<file path="config.mk">
export PLATFORM = sky130hd
export DESIGN_NAME = register_scoreboard
export DESIGN_NICKNAME = d
export VERILOG_FILES = /design/src/rtl/arm_pipe_pkg.sv /design/src/rtl/register_scoreboard_stage_reg.sv /design/src/rtl/register_scoreboard.sv
export SDC_FILE = /design/constraint.sdc
export NUM_CORES = 1
export LEC_CHECK = 0
export ABC_AREA = 1
export BUFFER_PORTS_ARGS = -buffer_cell sky130_fd_sc_hd__clkbuf_2
export CELL_PAD_IN_SITES_DETAIL_PLACEMENT = 0
export CELL_PAD_IN_SITES_GLOBAL_PLACEMENT = 1
export CORE_MARGIN = 2
export CORE_UTILIZATION = 26
export CTS_CLUSTER_SIZE = 16
export DETAILED_ROUTE_END_ITERATION = 6
export MAX_ROUTING_LAYER = met4
export PLACE_DENSITY = 0.69
export SYNTH_ARGS = -nofsm -noshare
export SYNTH_HDL_FRONTEND = slang
export SYNTH_SLANG_ARGS = --single-unit
</file>
<file path="constraint.sdc">
create_clock -name clk -period 1.9 [get_ports clk]
set_input_delay 0.57 -clock clk [delete_from_list [all_inputs] [get_ports clk]]
set_output_delay 0.57 -clock clk [all_outputs]
set_load 0.02 [all_outputs]
</file>
<file path="src/rtl/arm_pipe_pkg.sv">
// arm_pipe_pkg
// Shared definitions for the shadow register scoreboard.
//   REG_ADDR_W / NUM_REGS : register-index width and architectural register count
//   stage_tag_t           : per-stage tag {wb_en, mem_read, dest}
//   BUBBLE                : all-zero tag loaded when a stage carries no instruction
//   tag_match()           : "stage s will write register src"
package arm_pipe_pkg;

    localparam int REG_ADDR_W = 4;
    localparam int NUM_REGS   = 16;

    typedef struct packed {
        logic                  wb_en;
        logic                  mem_read;
        logic [REG_ADDR_W-1:0] dest;
    } stage_tag_t;

    localparam stage_tag_t BUBBLE = '{wb_en: 1'b0, mem_read: 1'b0, dest: '0};

    function automatic logic tag_match(input stage_tag_t s, input logic [REG_ADDR_W-1:0] src);
        return s.wb_en && (s.dest == src);
    endfunction

endpackage

</file>
<file path="src/rtl/register_scoreboard_stage_reg.sv">
// scoreboard_stage_reg
// One shadow pipeline stage: a tag register with asynchronous reset to BUBBLE,
// a hold enable and a bubble-load override.
//   clk      : rising-edge clock
//   rst      : asynchronous active-high reset
//   en_i     : 1 = advance this edge, 0 = hold (cache-miss freeze)
//   bubble_i : when advancing, load BUBBLE instead of tag_d_i
//   tag_d_i  : tag coming from the previous stage
//   tag_q_o  : current stage contents
module scoreboard_stage_reg
    import arm_pipe_pkg::*;
(
    input  logic       clk,
    input  logic       rst,
    input  logic       en_i,
    input  logic       bubble_i,
    input  stage_tag_t tag_d_i,
    output stage_tag_t tag_q_o
);

    stage_tag_t tag_q;
    stage_tag_t tag_d;

    always_comb begin
        tag_d = tag_q;
        if (en_i) begin
            tag_d = bubble_i ? BUBBLE : tag_d_i;
        end
    end

    always_ff @(posedge clk or posedge rst) begin
        if (rst) begin
            tag_q <= BUBBLE;
        end else begin
            tag_q <= tag_d;
        end
    end

    assign tag_q_o = tag_q;

endmodule

</file>
<file path="src/rtl/register_scoreboard.sv">
// register_scoreboard
// Tracks destination registers of in-flight instructions in a shadow EX/MEM/WB
// pipeline, exports the MEM/WB write-back tags for forwarding, and produces the
// ID-stage hazard stall.
//   clk, rst                : clock, asynchronous active-high reset
//   freeze                  : cache-miss freeze, all shadow stages hold
//   flush                   : taken branch, the ID instruction is not issued
//   id_valid .. id_dest     : decoded ID-stage instruction
//   hazard_stall            : combinational stall for PC / IF-ID, bubble into EX
//   wb_mem, reg_dest_mem    : MEM-stage write enable / destination
//   wb_wb, reg_dest_wb      : WB-stage write enable / destination
//   pending_mask            : bit r set when some in-flight stage will write r
//   stall_count             : saturating count of counted stall cycles
//
// Issue handshake: the ID instruction is taken into EX on a rising edge when
// id_valid && !hazard_stall && !flush && !freeze; hazard_stall acts as the
// inverted ready. With freeze=1 nothing moves regardless of the other inputs.
module register_scoreboard
    import arm_pipe_pkg::stage_tag_t;
    import arm_pipe_pkg::tag_match;
#(
    // Stage tags are built from arm_pipe_pkg, so REG_ADDR_W must equal the
    // package value.
    parameter int REG_ADDR_W = arm_pipe_pkg::REG_ADDR_W,
    parameter int NUM_REGS   = arm_pipe_pkg::NUM_REGS,
    parameter bit FWD_EN     = 1'b1,
    parameter int CNT_W      = 16
) (
    input  logic                  clk,
    input  logic                  rst,
    input  logic                  freeze,
    input  logic                  flush,
    input  logic                  id_valid,
    input  logic [REG_ADDR_W-1:0] id_src_1,
    input  logic [REG_ADDR_W-1:0] id_src_2,
    input  logic                  id_two_src,
    input  logic                  id_wb_en,
    input  logic                  id_mem_read,
    input  logic [REG_ADDR_W-1:0] id_dest,
    output logic                  hazard_stall,
    output logic                  wb_mem,
    output logic [REG_ADDR_W-1:0] reg_dest_mem,
    output logic                  wb_wb,
    output logic [REG_ADDR_W-1:0] reg_dest_wb,
    output logic [NUM_REGS-1:0]   pending_mask,
    output logic [CNT_W-1:0]      stall_count
);

    stage_tag_t ex_q;
    stage_tag_t mem_q;
    stage_tag_t wb_q;
    stage_tag_t id_tag;

    logic hit_ex;
    logic hit_mem;
    logic stall_raw;
    logic issue;
    logic advance;

    logic [CNT_W-1:0] stall_count_q;
    logic [CNT_W-1:0] stall_count_d;

    assign id_tag  = '{wb_en: id_wb_en, mem_read: id_mem_read, dest: id_dest};
    assign advance = !freeze;

    // src_2 only counts when the instruction actually reads it.
    assign hit_ex  = tag_match(ex_q, id_src_1)  || (id_two_src && tag_match(ex_q, id_src_2));
    assign hit_mem = tag_match(mem_q, id_src_1) || (id_two_src && tag_match(mem_q, id_src_2));

    // With forwarding only a load in EX cannot be bypassed in time. WB never
    // stalls because the register file writes on the falling edge.
    assign stall_raw    = FWD_EN ? (ex_q.mem_read && hit_ex) : (hit_ex || hit_mem);
    assign hazard_stall = id_valid && !flush && stall_raw;
    assign issue        = id_valid && !flush && !hazard_stall;

    scoreboard_stage_reg u_ex (
        .clk      (clk),
        .rst      (rst),
        .en_i     (advance),
        .bubble_i (!issue),
        .tag_d_i  (id_tag),
        .tag_q_o  (ex_q)
    );

    scoreboard_stage_reg u_mem (
        .clk      (clk),
        .rst      (rst),
        .en_i     (advance),
        .bubble_i (1'b0),
        .tag_d_i  (ex_q),
        .tag_q_o  (mem_q)
    );

    scoreboard_stage_reg u_wb (
        .clk      (clk),
        .rst      (rst),
        .en_i     (advance),
        .bubble_i (1'b0),
        .tag_d_i  (mem_q),
        .tag_q_o  (wb_q)
    );

    // Duplicated destinations collapse into a single bit by construction.
    always_comb begin
        pending_mask = '0;
        for (int r = 0; r < NUM_REGS; r++) begin
            if ((ex_q.wb_en  && (ex_q.dest  == r[REG_ADDR_W-1:0])) ||
                (mem_q.wb_en && (mem_q.dest == r[REG_ADDR_W-1:0])) ||
                (wb_q.wb_en  && (wb_q.dest  == r[REG_ADDR_W-1:0]))) begin
                pending_mask[r] = 1'b1;
            end
        end
    end

    // Only unfrozen stall cycles are counted; the counter sticks at all-ones.
    always_comb begin
        stall_count_d = stall_count_q;
        if (hazard_stall && advance && (stall_count_q != {CNT_W{1'b1}})) begin
            stall_count_d = stall_count_q + 1'b1;
        end
    end

    always_ff @(posedge clk or posedge rst) begin
        if (rst) begin
            stall_count_q <= '0;
        end else begin
            stall_count_q <= stall_count_d;
        end
    end

    assign wb_mem       = mem_q.wb_en;
    assign reg_dest_mem = mem_q.dest;
    assign wb_wb        = wb_q.wb_en;
    assign reg_dest_wb  = wb_q.dest;
    assign stall_count  = stall_count_q;

    // mem_read is only consulted in EX.
    logic unused_mem_read;
    assign unused_mem_read = mem_q.mem_read ^ wb_q.mem_read;

endmodule

</file>
Word-level counts from Yosys, hierarchy flattened
Index checks and enable logic that the tools add are counted.
{"block": "totals", "regBits": 32, "in_bits": 20, "out_inout_bits": 43, "wordCells": 170}
{"block": "op_classes", "addsub": 1, "n_eq_ne": 48, "muxes": 17, "reduce_logical": 96}
{"cell": "== test 4 bit (second input constant)", "n": 24}
{"cell": "logical AND 1 bit", "n": 57}
{"cell": "== test 4 x 3 -> 1 bit (second input constant)", "n": 12}
{"cell": "logical OR 1 bit", "n": 33}
{"cell": "== test 4 x 2 -> 1 bit (second input constant)", "n": 6}
{"cell": "adder 16 x 1 -> 16 bit (second input constant)", "n": 1}
{"cell": "two-way mux 1 bit", "n": 16}
{"cell": "inequality test 16 bit (second input constant)", "n": 1}
{"cell": "== test 4 x 1 -> 1 bit (second input constant)", "n": 3}
{"cell": "zero test 4 bit", "n": 3}
{"cell": "== test 4 bit", "n": 2}
{"cell": "two-way mux 6 bit", "n": 1}
{"cell": "zero test 1 bit", "n": 3}

Longest topological paths before layout
Gate-level depths: netlist of run 1.
{"block": "logic_depth", "ltp_word": 9, "depth_mapped": 11, "mapped_depth_nobuf": 10}

Hierarchy
Synthesis of run 1 repeated with hierarchy kept, for this count alone.
{"block": "unflattened", "cells_unflattened": 375, "hier_area_um2": 2469.9}
{"module": "register_scoreboard", "instances": 1, "cells_each": 294, "area_each_um2": 1760.4, "seq_area_each_um2": 400.4}
{"module": "scoreboard_stage_reg", "instances": 3, "cells_each": 27, "area_each_um2": 236.5, "seq_area_each_um2": 150.1}

Worst setup path after synthesis of run 1
OpenSTA, ideal clock, no wires.
{"block": "synth_path", "kind": "register to output", "startpoint": "register u_mem.tag_q (netlist bit u_mem.tag_q_o[5])", "endpoint": "output port pending_mask[12]", "arrival_time_ns": 1.420, "setup_slack_ns": -0.090, "path_stages_with_launch": 6, "n_path_buf": 1, "cell_sequence": "dfrtp_1 clkbuf_1 inv_1 nor3_1 nand2_1 nand3_1"}
{"block": "synth_via", "elab_chain_len": 4}
{"item": "start, declared", "line": "register_scoreboard_stage_reg.sv:21", "text": "stage_tag_t tag_q;"}
{"item": "start signal, assigned", "line": "register_scoreboard_stage_reg.sv:35", "text": "tag_q <= tag_d;"}
{"item": "logical AND 1 bit", "line": "register_scoreboard.sv:108", "text": "(mem_q.wb_en && (mem_q.dest == r[REG_ADDR_W-1:0])) ||"}
{"item": "logical OR 1 bit", "line": "register_scoreboard.sv:107", "text": "if ((ex_q.wb_en && (ex_q.dest == r[REG_ADDR_W-1:0])) ||"}
{"item": "logical OR 1 bit", "line": "register_scoreboard.sv:108"}
{"item": "two-way mux 1 bit", "line": "register_scoreboard.sv:107"}
{"item": "end, declared", "line": "register_scoreboard.sv:45", "text": "output logic [NUM_REGS-1:0] pending_mask,"}
Every way passes these cells.

Worst setup path in the final report of run 1
{"block": "layout_path", "startpoint": "register u_ex.tag_q (netlist bit u_ex.tag_q_o[2])", "endpoint": "output port pending_mask[10]"}
{"block": "layout_via", "elab_chain_len": 5}
{"item": "start, declared", "line": "register_scoreboard_stage_reg.sv:21"}
{"item": "start signal, assigned", "line": "register_scoreboard_stage_reg.sv:35"}
{"item": "== test 4 bit", "line": "register_scoreboard.sv:107"}
{"item": "logical AND 1 bit", "line": "register_scoreboard.sv:107"}
{"item": "logical OR 1 bit", "line": "register_scoreboard.sv:107"}
{"item": "logical OR 1 bit", "line": "register_scoreboard.sv:108"}
{"item": "two-way mux 1 bit", "line": "register_scoreboard.sv:107"}
Every way passes these cells.

==> impl_metrics.env, run 1 <==
export IMPL_avgSynthCellArea_um2=6.772
export IMPL_cts_buffers=5
export IMPL_coreArea_um2=8678
export IMPL_async_flop_share_pct=100.0
export IMPL_ys_ff_latch=32
export IMPL_portBuffers=62
export IMPL_rsz0062_at_grt="yes"
export IMPL_io_pins=63
export IMPL_grt_max_degree=33
export IMPL_synthCells=342
export IMPL_r2r_start="stall_count[1]$_DFFE_PP0P_"
export IMPL_dp_hpwl_mm=5.161
export IMPL_p_leak_nw=1.831
export IMPL_area_delta_synth_final_pct=44.19
export IMPL_dr_pass1_iters=4
export IMPL_crit_path_end_kind="output pin"
export IMPL_tritoncts="yes"
export IMPL_die_h_um=98.38
export IMPL_dieArea_um2=9679
export IMPL_pwr_density_cell_nw_per_um2=486.9
export IMPL_layout_min_cycle_time_ns=2.062
export IMPL_worstMarginPinSlew_ns=0.4377
export IMPL_power_total_mw=1.626
export IMPL_violations="negative setup slack"
export IMPL_hold_buffers=0
export IMPL_num_rows=34
export IMPL_cpPeakStageDelay_ns=0.44
export IMPL_timing_final_ws_setup_ns=-0.1617
export IMPL_synthesis_area_um2=2316
export IMPL_grt_overflow=0
export IMPL_clkSinkCount=32
export IMPL_ctsLongestPathBuffers=2
export IMPL_antenna_found_initial=0
export IMPL_synth_edf_count=0
export IMPL_start_util_pct=26.69
export IMPL_finalWirelength_mm=7.070
export IMPL_cp_arrival_ns=1.49
export IMPL_grt_usage_pct=14.74
export IMPL_critPathTopFamily="flip-flops"
export IMPL_post_route_period_util_pct=108.5
export IMPL_viasPerCell=4.572
export IMPL_startpoint="u_ex.tag_q_o[2]$_DFFE_PP0N_"
export IMPL_drc=0
export IMPL_critical_path_class="reg2out"
export IMPL_clkTransAtPathRegs_ns=0.08
export IMPL_drtIter0Drc=126
export IMPL_min_path_type="in2async"
export IMPL_final_nets=456
export IMPL_status="finished with violations"
export IMPL_setup_violations=16
export IMPL_h_tree_depth=2
export IMPL_via_count=2487
export IMPL_grt_pass1_vias=2356
export IMPL_cpMostUsedCell="buf_6"
export IMPL_cp_cell_sequence="buf_6, nor3_4, buf_6, nand2_1, nand3_2, clkbuf_8"
export IMPL_ir_drop_mv=0.2758
export IMPL_place_congestion=0.8210
export IMPL_seq_area_frac_synth_pct=34.58
export IMPL_fp_dieW_um=98.38
export IMPL_antennaDiodeCount=0
export IMPL_clk_latency_ns=0.29
export IMPL_synth_top_cell_by_area="dfrtp_1"
export IMPL_critPathBufInv=3
export IMPL_final_util_pct=38.48
export IMPL_yosysWarnings=0
export IMPL_cp_required_ns=1.33
export IMPL_skew_ns=0.01239
export IMPL_fmax_ghz=0.4850
export IMPL_synth_top_cell_area_share_pct=34.58
export IMPL_yosysMostFrequentCell="nand2_1"
export IMPL_startpoint_type="flip-flop"
export IMPL_detail_route_antenna_nets=0
export IMPL_yosysUniqueCellTypes=24
export IMPL_path_max_fanout=4
export IMPL_synth_area_top_cells="dfrtp_1 (35%), nand2_1 (15%), nand3_1 (11%)"
export IMPL_post_route_cells_drive_above_1_share_pct=37.61
export IMPL_wl_per_cell_um=13.00
export IMPL_slowest_stage="dfrtp_2"
export IMPL_relSlewSlack_pct=70.82
export IMPL_synthTopCellsByCount="nand2_1 (93), inv_1 (61), nand3_1 (53), dfrtp_1 (32), nor2_1 (24)"
export IMPL_grt_first_pass_wirelength_mm=11.32
export IMPL_cap_viol_max_count=0
export IMPL_root_buffer="clkbuf_8"
export IMPL_syn_nets=363
export IMPL_synth_flop_cell="dfrtp_1"
export IMPL_final_max_slew_viol_count=0
export IMPL_hold_viol=0
==> routing by layer <==
layer	wire length, µm	global-route usage [%]	up-vias
met4	91	3.372	0
met5	0	-	-
met2	3521	24.39	57
li1	-	-	1266
met1	3178	18.87	1155
met3	278	2.577	9
==> tightest hold or removal path, cell delays in order <==
cell	delay (ns)
clkbuf_2	0.08
inv_1	0.04
buf_4	0.38
==> power breakdown <==
part,internal [mW],total (mW),switching (mW)
sequential,0.707,0.745,0.0372
combinational,0.114,0.317,0.204
clock,0.289,0.564,0.275
==> worst paths after layout <==
check	cells after the start	slack (ns)	end
worst max register to register	11	0.22	stall_count[11]$_DFFE_PP0P_
max in group asynchronous	3	1.21	u_ex.tag_q_o[2]$_DFFE_PP0N_
min in group clk	2	0.49	u_ex.tag_q_o[4]$_DFFE_PP0N_
worst min register to register	2	0.49	u_ex.tag_q_o[4]$_DFFE_PP0N_
worst min-delay path	3	0.35	stall_count[8]$_DFFE_PP0P_
worst max-delay path	6	-0.16	pending_mask[10]
==> kinds of logic (layout without fill, tap and decap cells) <==
kind of cell	after synthesis	count (layout)	synth area share, %
AND/OR/NAND/NOR	199	199	41.49
buffers and inverters	74	168	13.13
AO/OA/AOI/OAI	33	33	9.130
flip-flops	32	32	34.58
XOR/XNOR	3	3	1.135
adder cells (fa/ha/maj)	1	1	0.5402
==> metrics by stage <==
stage	instances	TNS [ns]	hold WS [ns]	worst slack, ns	cell area, µm²
after global placement	526	-0.08661	0.4727	-0.08661	2912
after global routing	544	-2.815	0.3871	-0.2405	3339
after detailed placement	526	-0.09046	0.4779	-0.09046	2912
after CTS	541	-2.060	0.3610	-0.1540	3156
after floorplan	342	0	0.4534	0.01052	2318
final	544	-1.554	0.3473	-0.1617	3339
==> layout by cell type (no fill, tap or decap) <==
master,synthesis,routed
nand2_1,93,91
inv_1,61,59
clkbuf_2,0,51
nand3_1,53,42
buf_4,0,28
dfrtp_1,32,24
nand3_2,11,21
o21bai_1,16,16
nor2_1,24,12
o21ai_0,11,11
nor2_2,2,10
buf_6,1,8
dfrtp_2,0,8
clkbuf_8,0,7
inv_2,4,5
o22ai_1,5,5
nor3_1,9,4
nor3_2,0,4
nor2_4,0,4
buf_8,0,4
xor2_1,3,3
nand4_1,3,3
buf_12,1,3
nand2_4,1,2
nand3_4,1,2
clkinv_2,0,2
o21ai_1,1,1
nand4_4,1,1
nor2_8,1,1
nor3_4,0,1
inv_4,0,1
nand2_2,0,1
ha_1,1,1
==> flip-flops by register name, indices dropped and copies added, names as in the netlist <==
name	flops
stall_count	16
u_ex.tag_q_o	6
u_wb.tag_q_o	5
u_mem.tag_q_o	5
==> repair_timing <==
item	CTS	global route
setup endpoints to repair	17	17
pin swaps	5	7
resized for setup	29	53
setup buffers	7	3
==> area by class of cell <==
| cell class | instances | area (µm²) |
|---|---|---|
| clock inverter | 2 | 10.01 |
| fill | 928 | 5339 |
| multi-input combinational | 236 | 1365 |
| clock buffer | 6 | 82.58 |
| tap | 108 | 135.1 |
| sequential | 32 | 810.8 |
| timing repair buffer | 95 | 689.4 |
| inverter | 65 | 246.5 |
No activity file was read; power rests on OpenSTA's default activity.
==> run 2, diff against run 1 <==
--- a/config.mk
+++ b/config.mk
@@ -10,11 +10,11 @@
 export CELL_PAD_IN_SITES_DETAIL_PLACEMENT = 0
 export CELL_PAD_IN_SITES_GLOBAL_PLACEMENT = 1
 export CORE_MARGIN = 2
-export CORE_UTILIZATION = 26
+export CORE_UTILIZATION = 37
 export CTS_CLUSTER_SIZE = 16
 export DETAILED_ROUTE_END_ITERATION = 6
 export MAX_ROUTING_LAYER = met4
-export PLACE_DENSITY = 0.69
+export PLACE_DENSITY = 0.9
 export SYNTH_ARGS = -nofsm -noshare
 export SYNTH_HDL_FRONTEND = slang
 export SYNTH_SLANG_ARGS = --single-unit
==> run 2 against run 1 <==
Net effect:
- the run still ends with negative setup slack left
- hold slack improved by 0.0018 ns
- critical endpoint is now pending_mask[13]
- first-iteration DRC count decreased by 1.6%
- critical path type unchanged
- clock skew decreased by 0.0037 ns
- final area decreased by 2.9%
- count of clock-buffer cells in the layout fell by 1
- maximum frequency is 1.7% higher
- wire length fell by 9.4%
- largest power group unchanged
- register-to-register slack got worse by 0.06 ns
- die area is 29% lower
- non-clock buffer count shrank 2
==> impl_metrics.env, run 2 (same netlist as run 1, synthesis figures left out) <==
export IMPL_hold_viol=0
export IMPL_num_rows=28
export IMPL_root_buffer="clkbuf_8"
export IMPL_ctsLongestPathBuffers=2
export IMPL_critPathCapture="pending_mask[13]"
export IMPL_crit_path_end_kind="output pin"
export IMPL_clk_latency_ns=0.28
export IMPL_grt_first_pass_wirelength_mm=10.55
export IMPL_die_h_um=83.12
export IMPL_r2r_end="stall_count[2]$_DFFE_PP0P_"
export IMPL_final_max_slew_viol_count=0
export IMPL_post_route_period_util_pct=106.7
export IMPL_worstMarginPinSlew_ns=0.4242
export IMPL_h_tree_depth=2
export IMPL_hold_buffers=0
export IMPL_grt_pass1_vias=2329
export IMPL_io_pins=63
export IMPL_clkSinkCount=32
export IMPL_tritoncts="yes"
export IMPL_cap_viol_max_count=0
export IMPL_cts_buffers=5
export IMPL_ir_drop_mv=0.4354
export IMPL_finalWirelength_mm=6.407
export IMPL_startpoint_type="flip-flop"
export IMPL_area_delta_synth_final_pct=39.98
export IMPL_skew_ns=0.008646
export IMPL_viasPerCell=4.847
export IMPL_ff_latch_area_um2=812.0
export IMPL_drtIter0Drc=124
export IMPL_dp_hpwl_mm=4.695
export IMPL_detail_route_antenna_nets=0
export IMPL_final_cell_mix="nand2_1 (89), inv_1 (57), clkbuf_2 (49), nand3_1 (41), buf_4 (34)"
export IMPL_grt_overflow=0
export IMPL_dieArea_um2=6908
export IMPL_cp_required_ns=1.33
export IMPL_p_leak_nw=1.800
export IMPL_status="finished with violations"
export IMPL_place_congestion=0.8615
export IMPL_r2r_cells=8
export IMPL_post_route_cells_drive_above_1_share_pct=38.94
export IMPL_drc=0
export IMPL_pwr_density_cell_nw_per_um2=531.1
export IMPL_portBuffers=62
export IMPL_grt_max_degree=33
export IMPL_violations="negative setup slack"
export IMPL_clkTransAtPathRegs_ns=0.07
export IMPL_min_path_type="in2async"
export IMPL_critical_path_class="reg2out"
export IMPL_path_max_fanout=5
export IMPL_multiInputGateArea_um2=1355
export IMPL_n_fill_cell=590
export IMPL_post_place_ws_ns=-0.06569
export IMPL_wl_per_cell_um=12.59
export IMPL_timing_final_ws_setup_ns=-0.1281
export IMPL_postPlaceCellArea_um2=2803
export IMPL_rsz0062_at_grt="yes"
export IMPL_layout_cells_most_common="nand2_1"
export IMPL_setup_violations=17
export IMPL_fp_dieW_um=83.12
export IMPL_antennaDiodeCount=0
export IMPL_layout_min_cycle_time_ns=2.028
export IMPL_via_count=2467
export IMPL_grt_usage_pct=18.74
export IMPL_coreArea_um2=5991
export IMPL_dr_pass1_iters=4
export IMPL_startpoint="u_ex.tag_q_o[2]$_DFFE_PP0N_"
export IMPL_relSlewSlack_pct=71.72
export IMPL_hold_slack_ns=0.3491
export IMPL_largest_reg_flops=16
export IMPL_r2r_start="u_ex.tag_q_o[1]$_DFFE_PP0N_"
export IMPL_final_nets=454
export IMPL_final_area_um2=3242
export IMPL_fmax_ghz=0.4931
export IMPL_cp_arrival_ns=1.46
export IMPL_regToRegSetupSlack_ns=0.16
export IMPL_start_util_pct=38.66
export IMPL_antenna_found_initial=0
export IMPL_final_util_pct=54.11
run 2: worst min path at each step:
stage,startpoint,endpoint,slack [ns],cells past startpoint
after detailed placement,u_ex.tag_q_o[4]$_DFFE_PP0N_,u_ex.tag_q_o[4]$_DFFE_PP0N_,0.47,2
after global routing,rst,stall_count[4]$_DFFE_PP0P_,0.40,3
final,rst,stall_count[3]$_DFFE_PP0P_,0.35,3
after floorplan,u_ex.tag_q_o[4]$_DFFE_PP0N_,u_ex.tag_q_o[4]$_DFFE_PP0N_,0.45,2
after CTS,rst,stall_count[6]$_DFFE_PP0P_,0.37,3
after global placement,u_ex.tag_q_o[4]$_DFFE_PP0N_,u_ex.tag_q_o[4]$_DFFE_PP0N_,0.47,2
run 2: routing by layer:
metal	part of all wire [%]	vias up	global-route usage [%]	wire, µm
met3	4.2	10	3.479	268
met1	46	1136	24.86	2926
li1	-	1259	-	-
met5	0	-	-	0
met4	1.6	0	6.259	102
met2	49	62	28.89	3110
run 2: final cells by class:
class,count,share of cell area (%)
multi-input combinational,236,41.80
sequential,32,25.05
timing repair buffer,93,19.22
inverter,65,7.603
tap,75,2.895
clock buffer,5,2.123
clock inverter,3,1.312
run 2: where the power goes:
part / internal, mW / switching [mW] / leakage [nW]
registers: 0.708 / 0.0375 / 0.342
clock network: 0.388 / 0.272 / 0.0541
logic: 0.119 / 0.198 / 1.40
run 2: critical path: stages (launching register included):
cell and delay (ns):
dfrtp_2 0.44, inv_4 0.06, buf_6 0.11, nor3_2 0.13, buf_4 0.16, nand2_2 0.07, nand3_2 0.09, buf_6 0.12
run 2: repair_timing:
action | 4_1_cts | 5_1_grt
endpoints found under the setup margin | 17 | 17
setup buffers | 8 | 4
pin swaps | 5 | 12
gates resized for setup | 26 | 60
run 2: per-stage QoR:
step | power, mW | setup TNS (ns) | cells
2_1_floorplan | 0.9076 | 0 | 342
3_3_place_gp | 1.005 | -0.06720 | 489
3_5_place_dp | 1.011 | -0.07232 | 489
4_1_cts | 1.691 | -1.679 | 505
5_1_grt | 1.801 | -2.759 | 509
6_report | 1.722 | -1.066 | 509
